==> src/rtl/boot_loader_ctl_if.sv <==
// Loader-side bundle: UART byte stream in, response byte out, SRAM write port and CPU hand-off.
// master = boot_loader_ctl, slave = UART/SRAM/CPU side of the top-level mux.
interface boot_loader_ctl_if #(
  parameter int unsigned ADDR_WIDTH = 16
);
  logic [7:0]            rx_data;
  logic                  rx_valid;
  logic [7:0]            tx_data;
  logic                  tx_valid;
  logic                  tx_ready;
  logic [ADDR_WIDTH-1:0] mem_addr;
  logic [7:0]            mem_do;
  logic                  mem_cs;
  logic                  mem_we;
  logic                  bus_grant;
  logic                  cpu_reset;

  modport master (
    input  rx_data, rx_valid, tx_ready,
    output tx_data, tx_valid, mem_addr, mem_do, mem_cs, mem_we, bus_grant, cpu_reset
  );

  modport slave (
    output rx_data, rx_valid, tx_ready,
    input  tx_data, tx_valid, mem_addr, mem_do, mem_cs, mem_we, bus_grant, cpu_reset
  );
endinterface

==> src/rtl/boot_loader_ctl.sv <==
// Serial boot controller: holds the CPU in reset, loads checksummed images from the UART
// byte stream into SRAM, and hands the bus to the CPU on a 'G' command.
module boot_loader_ctl #(
  parameter int unsigned ADDR_WIDTH     = 16,
  parameter int unsigned TIMEOUT_CYCLES = 2080000,
  parameter int unsigned TO_WIDTH       = 24
) (
  input  logic              CLK,
  input  logic              RESET,
  boot_loader_ctl_if.master bus
);

  localparam logic [7:0] CMD_LOAD = 8'h4C;
  localparam logic [7:0] CMD_GO   = 8'h47;
  localparam logic [7:0] RSP_ACK  = 8'h06;
  localparam logic [7:0] RSP_NAK  = 8'h15;
  localparam int unsigned LEN_W   = 9;

  typedef enum logic [2:0] {
    IDLE, ADDR_HI, ADDR_LO, LEN, DATA, CSUM, SEND, RUN
  } state_t;

  state_t                state_q, state_d;
  logic [ADDR_WIDTH-1:0] addr_q, addr_d;
  logic [LEN_W-1:0]      len_q, len_d;
  logic [7:0]            csum_q, csum_d;
  logic                  go_q, go_d;
  logic [TO_WIDTH-1:0]   to_q, to_d;
  logic [7:0]            tx_data_q, tx_data_d;
  logic                  tx_valid_q, tx_valid_d;
  logic [ADDR_WIDTH-1:0] mem_addr_q, mem_addr_d;
  logic [7:0]            mem_do_q, mem_do_d;
  logic                  mem_cs_q, mem_cs_d;
  logic                  mem_we_q, mem_we_d;
  logic                  bus_grant_q, bus_grant_d;
  logic                  cpu_reset_q, cpu_reset_d;
  logic                  counting_c;

  // Next-state and next-output logic
  always_comb begin
    state_d     = state_q;
    addr_d      = addr_q;
    len_d       = len_q;
    csum_d      = csum_q;
    go_d        = go_q;
    to_d        = '0;
    tx_data_d   = tx_data_q;
    tx_valid_d  = tx_valid_q;
    mem_addr_d  = mem_addr_q;
    mem_do_d    = mem_do_q;
    mem_cs_d    = 1'b0;
    mem_we_d    = 1'b0;
    bus_grant_d = bus_grant_q;
    cpu_reset_d = cpu_reset_q;
    counting_c  = 1'b0;

    case (state_q)
      IDLE: begin
        if (bus.rx_valid) begin
          case (bus.rx_data)
            CMD_LOAD: begin
              state_d = ADDR_HI;
              go_d    = 1'b0;
            end
            CMD_GO: begin
              state_d    = SEND;
              tx_data_d  = RSP_ACK;
              tx_valid_d = 1'b1;
              go_d       = 1'b1;
            end
            default: begin
              state_d    = SEND;
              tx_data_d  = RSP_NAK;
              tx_valid_d = 1'b1;
              go_d       = 1'b0;
            end
          endcase
        end
      end

      ADDR_HI: begin
        counting_c = 1'b1;
        if (bus.rx_valid) begin
          addr_d  = ADDR_WIDTH'({bus.rx_data, 8'h00});
          state_d = ADDR_LO;
        end
      end

      ADDR_LO: begin
        counting_c = 1'b1;
        if (bus.rx_valid) begin
          addr_d  = addr_q | ADDR_WIDTH'(bus.rx_data);
          state_d = LEN;
        end
      end

      LEN: begin
        counting_c = 1'b1;
        if (bus.rx_valid) begin
          // A zero length byte encodes a full 256-byte block
          len_d   = (bus.rx_data == 8'h00) ? LEN_W'(256) : LEN_W'(bus.rx_data);
          csum_d  = 8'h00;
          state_d = DATA;
        end
      end

      DATA: begin
        counting_c = 1'b1;
        if (bus.rx_valid) begin
          mem_cs_d   = 1'b1;
          mem_we_d   = 1'b1;
          mem_addr_d = addr_q;
          mem_do_d   = bus.rx_data;
          addr_d     = addr_q + ADDR_WIDTH'(1);
          csum_d     = csum_q + bus.rx_data;
          len_d      = len_q - LEN_W'(1);
          if (len_q == LEN_W'(1)) begin
            state_d = CSUM;
          end
        end
      end

      CSUM: begin
        counting_c = 1'b1;
        if (bus.rx_valid) begin
          state_d    = SEND;
          tx_data_d  = (bus.rx_data == csum_q) ? RSP_ACK : RSP_NAK;
          tx_valid_d = 1'b1;
        end
      end

      SEND: begin
        if (tx_valid_q && bus.tx_ready) begin
          tx_valid_d = 1'b0;
          if (go_q) begin
            state_d     = RUN;
            bus_grant_d = 1'b0;
            cpu_reset_d = 1'b0;
          end else begin
            state_d = IDLE;
          end
        end
      end

      RUN: begin
        state_d = RUN;
      end

      default: begin
        state_d = IDLE;
      end
    endcase

    // Inter-byte timeout; a byte arriving on the expiry cycle takes priority
    if (counting_c && !bus.rx_valid) begin
      if (to_q == TO_WIDTH'(TIMEOUT_CYCLES - 1)) begin
        state_d    = SEND;
        tx_data_d  = RSP_NAK;
        tx_valid_d = 1'b1;
      end else begin
        to_d = to_q + TO_WIDTH'(1);
      end
    end
  end

  // State and output registers
  always_ff @(posedge CLK) begin
    if (RESET) begin
      state_q     <= IDLE;
      addr_q      <= '0;
      len_q       <= '0;
      csum_q      <= '0;
      go_q        <= 1'b0;
      to_q        <= '0;
      tx_data_q   <= '0;
      tx_valid_q  <= 1'b0;
      mem_addr_q  <= '0;
      mem_do_q    <= '0;
      mem_cs_q    <= 1'b0;
      mem_we_q    <= 1'b0;
      bus_grant_q <= 1'b1;
      cpu_reset_q <= 1'b1;
    end else begin
      state_q     <= state_d;
      addr_q      <= addr_d;
      len_q       <= len_d;
      csum_q      <= csum_d;
      go_q        <= go_d;
      to_q        <= to_d;
      tx_data_q   <= tx_data_d;
      tx_valid_q  <= tx_valid_d;
      mem_addr_q  <= mem_addr_d;
      mem_do_q    <= mem_do_d;
      mem_cs_q    <= mem_cs_d;
      mem_we_q    <= mem_we_d;
      bus_grant_q <= bus_grant_d;
      cpu_reset_q <= cpu_reset_d;
    end
  end

  assign bus.tx_data   = tx_data_q;
  assign bus.tx_valid  = tx_valid_q;
  assign bus.mem_addr  = mem_addr_q;
  assign bus.mem_do    = mem_do_q;
  assign bus.mem_cs    = mem_cs_q;
  assign bus.mem_we    = mem_we_q;
  assign bus.bus_grant = bus_grant_q;
  assign bus.cpu_reset = cpu_reset_q;

endmodule
==> src/flat_wrapper.sv <==
// flat-port wrapper written by rule: the top's interface ports become plain ports
module boot_loader_ctl_flat 
#(
  parameter int unsigned ADDR_WIDTH     = 16,
  parameter int unsigned TIMEOUT_CYCLES = 2080000,
  parameter int unsigned TO_WIDTH       = 24
)
  (CLK, RESET, bus_rx_data, bus_rx_valid, bus_tx_ready, bus_tx_data, bus_tx_valid, bus_mem_addr, bus_mem_do, bus_mem_cs, bus_mem_we, bus_bus_grant, bus_cpu_reset);
  boot_loader_ctl_if #(.ADDR_WIDTH(ADDR_WIDTH)) bus_i ();
  input  logic CLK;
  input  logic RESET;
  input wire logic [$bits(bus_i.rx_data)-1:0] bus_rx_data;
  input wire logic [$bits(bus_i.rx_valid)-1:0] bus_rx_valid;
  input wire logic [$bits(bus_i.tx_ready)-1:0] bus_tx_ready;
  output wire logic [$bits(bus_i.tx_data)-1:0] bus_tx_data;
  output wire logic [$bits(bus_i.tx_valid)-1:0] bus_tx_valid;
  output wire logic [$bits(bus_i.mem_addr)-1:0] bus_mem_addr;
  output wire logic [$bits(bus_i.mem_do)-1:0] bus_mem_do;
  output wire logic [$bits(bus_i.mem_cs)-1:0] bus_mem_cs;
  output wire logic [$bits(bus_i.mem_we)-1:0] bus_mem_we;
  output wire logic [$bits(bus_i.bus_grant)-1:0] bus_bus_grant;
  output wire logic [$bits(bus_i.cpu_reset)-1:0] bus_cpu_reset;
  assign bus_i.rx_data = bus_rx_data;
  assign bus_i.rx_valid = bus_rx_valid;
  assign bus_i.tx_ready = bus_tx_ready;
  assign bus_tx_data = bus_i.tx_data;
  assign bus_tx_valid = bus_i.tx_valid;
  assign bus_mem_addr = bus_i.mem_addr;
  assign bus_mem_do = bus_i.mem_do;
  assign bus_mem_cs = bus_i.mem_cs;
  assign bus_mem_we = bus_i.mem_we;
  assign bus_bus_grant = bus_i.bus_grant;
  assign bus_cpu_reset = bus_i.cpu_reset;
  boot_loader_ctl #(.ADDR_WIDTH(ADDR_WIDTH), .TIMEOUT_CYCLES(TIMEOUT_CYCLES), .TO_WIDTH(TO_WIDTH)) u_core (.CLK(CLK), .RESET(RESET), .bus(bus_i));
endmodule
==> config.mk <==
export PLATFORM = sky130hd
export DESIGN_NAME = boot_loader_ctl_flat
export DESIGN_NICKNAME = d
export VERILOG_FILES = /design/src/rtl/boot_loader_ctl_if.sv /design/src/rtl/boot_loader_ctl.sv /design/src/flat_wrapper.sv
export SDC_FILE = /design/constraint.sdc
export NUM_CORES = 1
export LEC_CHECK = 0
export ABC_AREA = 1
export CORE_AREA = 4 4 117 96
export CTS_CLUSTER_SIZE = 14
export DETAILED_ROUTE_END_ITERATION = 12
export DIE_AREA = 0 0 121 100
export GPL_TIMING_DRIVEN = 1
export PLACE_DENSITY = 0.78
export SKIP_LAST_GASP = 1
export SLEW_MARGIN = 30
export SYNTH_ARGS = -nofsm -noshare
export SYNTH_HDL_FRONTEND = slang
export SYNTH_SLANG_ARGS = --single-unit
==> constraint.sdc <==
create_clock -name CLK -period 2.6 [get_ports CLK]
set_input_delay 0.39 -clock CLK [delete_from_list [all_inputs] [get_ports CLK]]
set_output_delay 0.39 -clock CLK [all_outputs]
set_load 0.05 [all_outputs]
==> run_results.csv <==
group,metric,value,unit
status,status,"complete, no violations",
sta,fmax,498,MHz
layout,nets,848,
layout,layout_common_cells,"172 x nand2_1, 108 x nor2_1, 96 x dfxtp_1",
clock_network,cts.sinks,96,
min_path,hp-class,"reg2reg",
route,top_layer,"met4",
route,first_pass_iters,7,
yosys,netlist_instances,786,
grt,grt_pass1_vias,4890,
sta,hold_viol,0,
clock_network,insertion_delay,0.35,ns
clock_network,cts_resized,0,
setup_path,r2r_end,"u_core.to_q[16]",
route,drt_iter0_drc,686,
route,detail-route-antenna-nets,0,
sta,setup_slack,0.592,ns
grt,grt_pass1_wl,23100,um
layout,area_growth,15.9,%
setup_path,crit_required,2.83,ns
yosys,post_synth_num_cell_types,38,
power,p_total,4.29,mW
setup_path,crit_arrival,2.24,ns
sta,min_period_over_period,0.772,
layout,layout-drive-gt1-share,0.0555,
route,finalWirelength,14100,um
clock_network,hold_buffers,0,
clock_network,cts_buffers,9,
route,wl_met3,1220,um
setup_path,r2r_setup_slack,0.59,ns
clock_network,clock-root-buffer,"clkbuf_16",
floorplanning,ios,49,
clock_network,htreeDepth,3,
flow_run,drv_cap,0,
route,via_count,5332,
sta,max_slew.worst_pin.slew,0.533,ns
power,p_per_area,708,nW/um^2
sta,slew_violations,0,
setup_path,endpoint,"u_core.to_q[16]",
grt,grt_usage,0.234,
layout,layout_commonest_cell,"nand2_1",
placement,port_buffers,48,
sta,grt_setup_unrepaired,"false",
grt,overflow,0,
yosys,ys_ff_latch,96,
floorplanning,fp.dieArea,12100,um^2
clock_network,cts_tree,"yes",
floorplanning,fp.dieW,121,um
route,vias_per_cell,5.50,
route,route.met2.wl,6120,um
yosys,synth.net_count,810,
route,wl_per_cell,14.5,um
yosys,synth.avg_cell_area,6.66,um^2
placement,place_ws,0.377,ns
clock_network,clk_pin_slew_worst_paths,0.07,ns
setup_path,worstSetupStartpoint,"u_core.to_q[0]",
sta,tns,0,ns
clock_network,postCtsSetupRepairBufs,0,
sta,slew_headroom,0.643,
route,drc_errors,0,
setup_path,cp-start-kind,"register",
setup_path,crit_fanout,24,
yosys,synth.cell_area,5230,um^2
placement,gp_congestion,0.974,
floorplanning,core_area,10100,um^2
power,vdd_drop_max,0.332,mV
floorplanning,initial_core_util,0.517,
setup_path,r2r_cells,8,
grt,antenna_found_initial,0,
route,wl_met1,6550,um
placement,place.detailed.hpwl,10200,um
sta,final.setup_skew,0.00738,ns
layout,antenna_cells,0,
sta,period_needed,2.01,ns
setup_path,endpoint_kind,"register",
sta,finalSetupViolations,0,
floorplanning,rows,33,
grt,grt_max_degree,46,
yosys,yosysWarnings,0,
setup_path,r2r_start,"u_core.to_q[0]",
sta,holdWs,0.445,ns
power,p_leak,2.46,nW
yosys,ys_seq_area_frac,0.367,
clock_network,clock_path_buffers,2,
setup_path,crit_type,"reg2reg",
floorplanning,die_h,100,um
## worst max-delay path: stages (launching register included)
cell,delay [ns]
dfxtp_1,0.42
ha_1,0.27
nand2_1,0.13
nor2_2,0.18
inv_2,0.08
nor2_4,0.13
nand4_1,0.16
nand3_2,0.40
nor2_1,0.10
## synthesized netlist by cell type
cell / number / area share
a211oi_1: 2 / 0.0029
a21o_1: 1 / 0.0014
a21oi_1: 71 / 0.068
a21oi_2: 3 / 0.0050
a31oi_1: 3 / 0.0036
buf_2: 6 / 0.0057
buf_4: 4 / 0.0057
buf_6: 9 / 0.019
clkbuf_1: 8 / 0.0057
dfxtp_1: 96 / 0.37
fa_1: 1 / 0.0038
ha_1: 11 / 0.026
inv_1: 84 / 0.060
inv_2: 5 / 0.0036
inv_4: 2 / 0.0024
nand2_1: 172 / 0.12
nand2_2: 2 / 0.0024
nand2_4: 1 / 0.0022
nand2b_1: 1 / 0.0012
nand3_1: 50 / 0.048
nand3_2: 1 / 0.0019
nand3b_1: 7 / 0.010
nand4_1: 16 / 0.019
nor2_1: 108 / 0.077
nor2_2: 4 / 0.0048
nor2_4: 2 / 0.0043
nor3_1: 12 / 0.011
o2111ai_1: 1 / 0.0017
o211ai_1: 2 / 0.0029
o211ai_2: 1 / 0.0024
o21ai_0: 82 / 0.078
o21ai_1: 3 / 0.0029
o21ai_4: 1 / 0.0031
o21bai_1: 2 / 0.0029
or2_0: 1 / 0.0012
or2_2: 2 / 0.0024
xnor2_1: 5 / 0.0084
xor2_1: 4 / 0.0067
## report_power, final
| group | internal, mW | switching [mW] |
|---|---|---|
| Sequential | 1.60 | 0.129 |
| Clock | 0.845 | 0.599 |
| Combinational | 0.347 | 0.767 |
| Total | 2.80 | 1.50 |
## routing by layer
| metal | vias to the layer above | track usage |
|---|---|---|
| li1 | 2640 | - |
| met1 | 2449 | 0.325 |
| met2 | 219 | 0.360 |
| met3 | 24 | 0.0659 |
| met4 | 0 | 0.0557 |
| met5 | - | 0 |
## registers in the layout (all words and copies together), names as in the netlist, 3 cells and up
register,cells
u_core.bus.tx_data,8
u_core.addr_q,16
u_core.len_q,9
u_core.to_q,24
u_core.csum_q,8
u_core.bus.mem_do,8
u_core.bus.mem_addr,16
u_core.state_q,3
## layout make-up
class | count | area, um^2
Fill cell | 943 | 4050
Clock buffer | 9 | 225
Inverter | 91 | 347
Timing Repair Buffer | 54 | 526
Sequential cell | 96 | 1920
Tap cell | 140 | 175
Multi-Input combinational cell | 572 | 2770
Clock inverter | 7 | 95.1
## logic make-up (layout without fill, tap and decap cells)
group	after synthesis	in the layout	share of synthesized area
buffers and inverters	118	161	0.103
adder cells (fa/ha/maj)	12	12	0.0301
AND/OR/NAND/NOR	379	379	0.310
XOR/XNOR	9	9	0.0151
AO/OA/AOI/OAI	172	172	0.175
flip-flops	96	96	0.367
## metrics by stage
stage               utilization  instance area [um^2]  instances
global route              0.599                  6060        969
finish                    0.599                  6060        969
CTS                       0.599                  6060        969
detailed placement        0.568                  5740        953
global placement          0.568                  5740        953
floorplan                     -                  5230        786
## worst min path at each step
stage,start,endpoint,slack [ns],cells past startpoint
finish,u_core.bus.tx_data[7],u_core.bus.tx_data[7],0.44,2
global placement,u_core.bus.tx_data[6],u_core.bus.tx_data[6],0.43,2
CTS,u_core.bus.tx_data[6],u_core.bus.tx_data[6],0.44,2
detailed placement,u_core.bus.tx_data[6],u_core.bus.tx_data[6],0.43,2
floorplan,u_core.to_q[23],u_core.to_q[23],0.44,2
global route,u_core.bus.tx_data[7],u_core.bus.tx_data[7],0.47,2
Note: power is estimated with default switching activity, not from simulation.
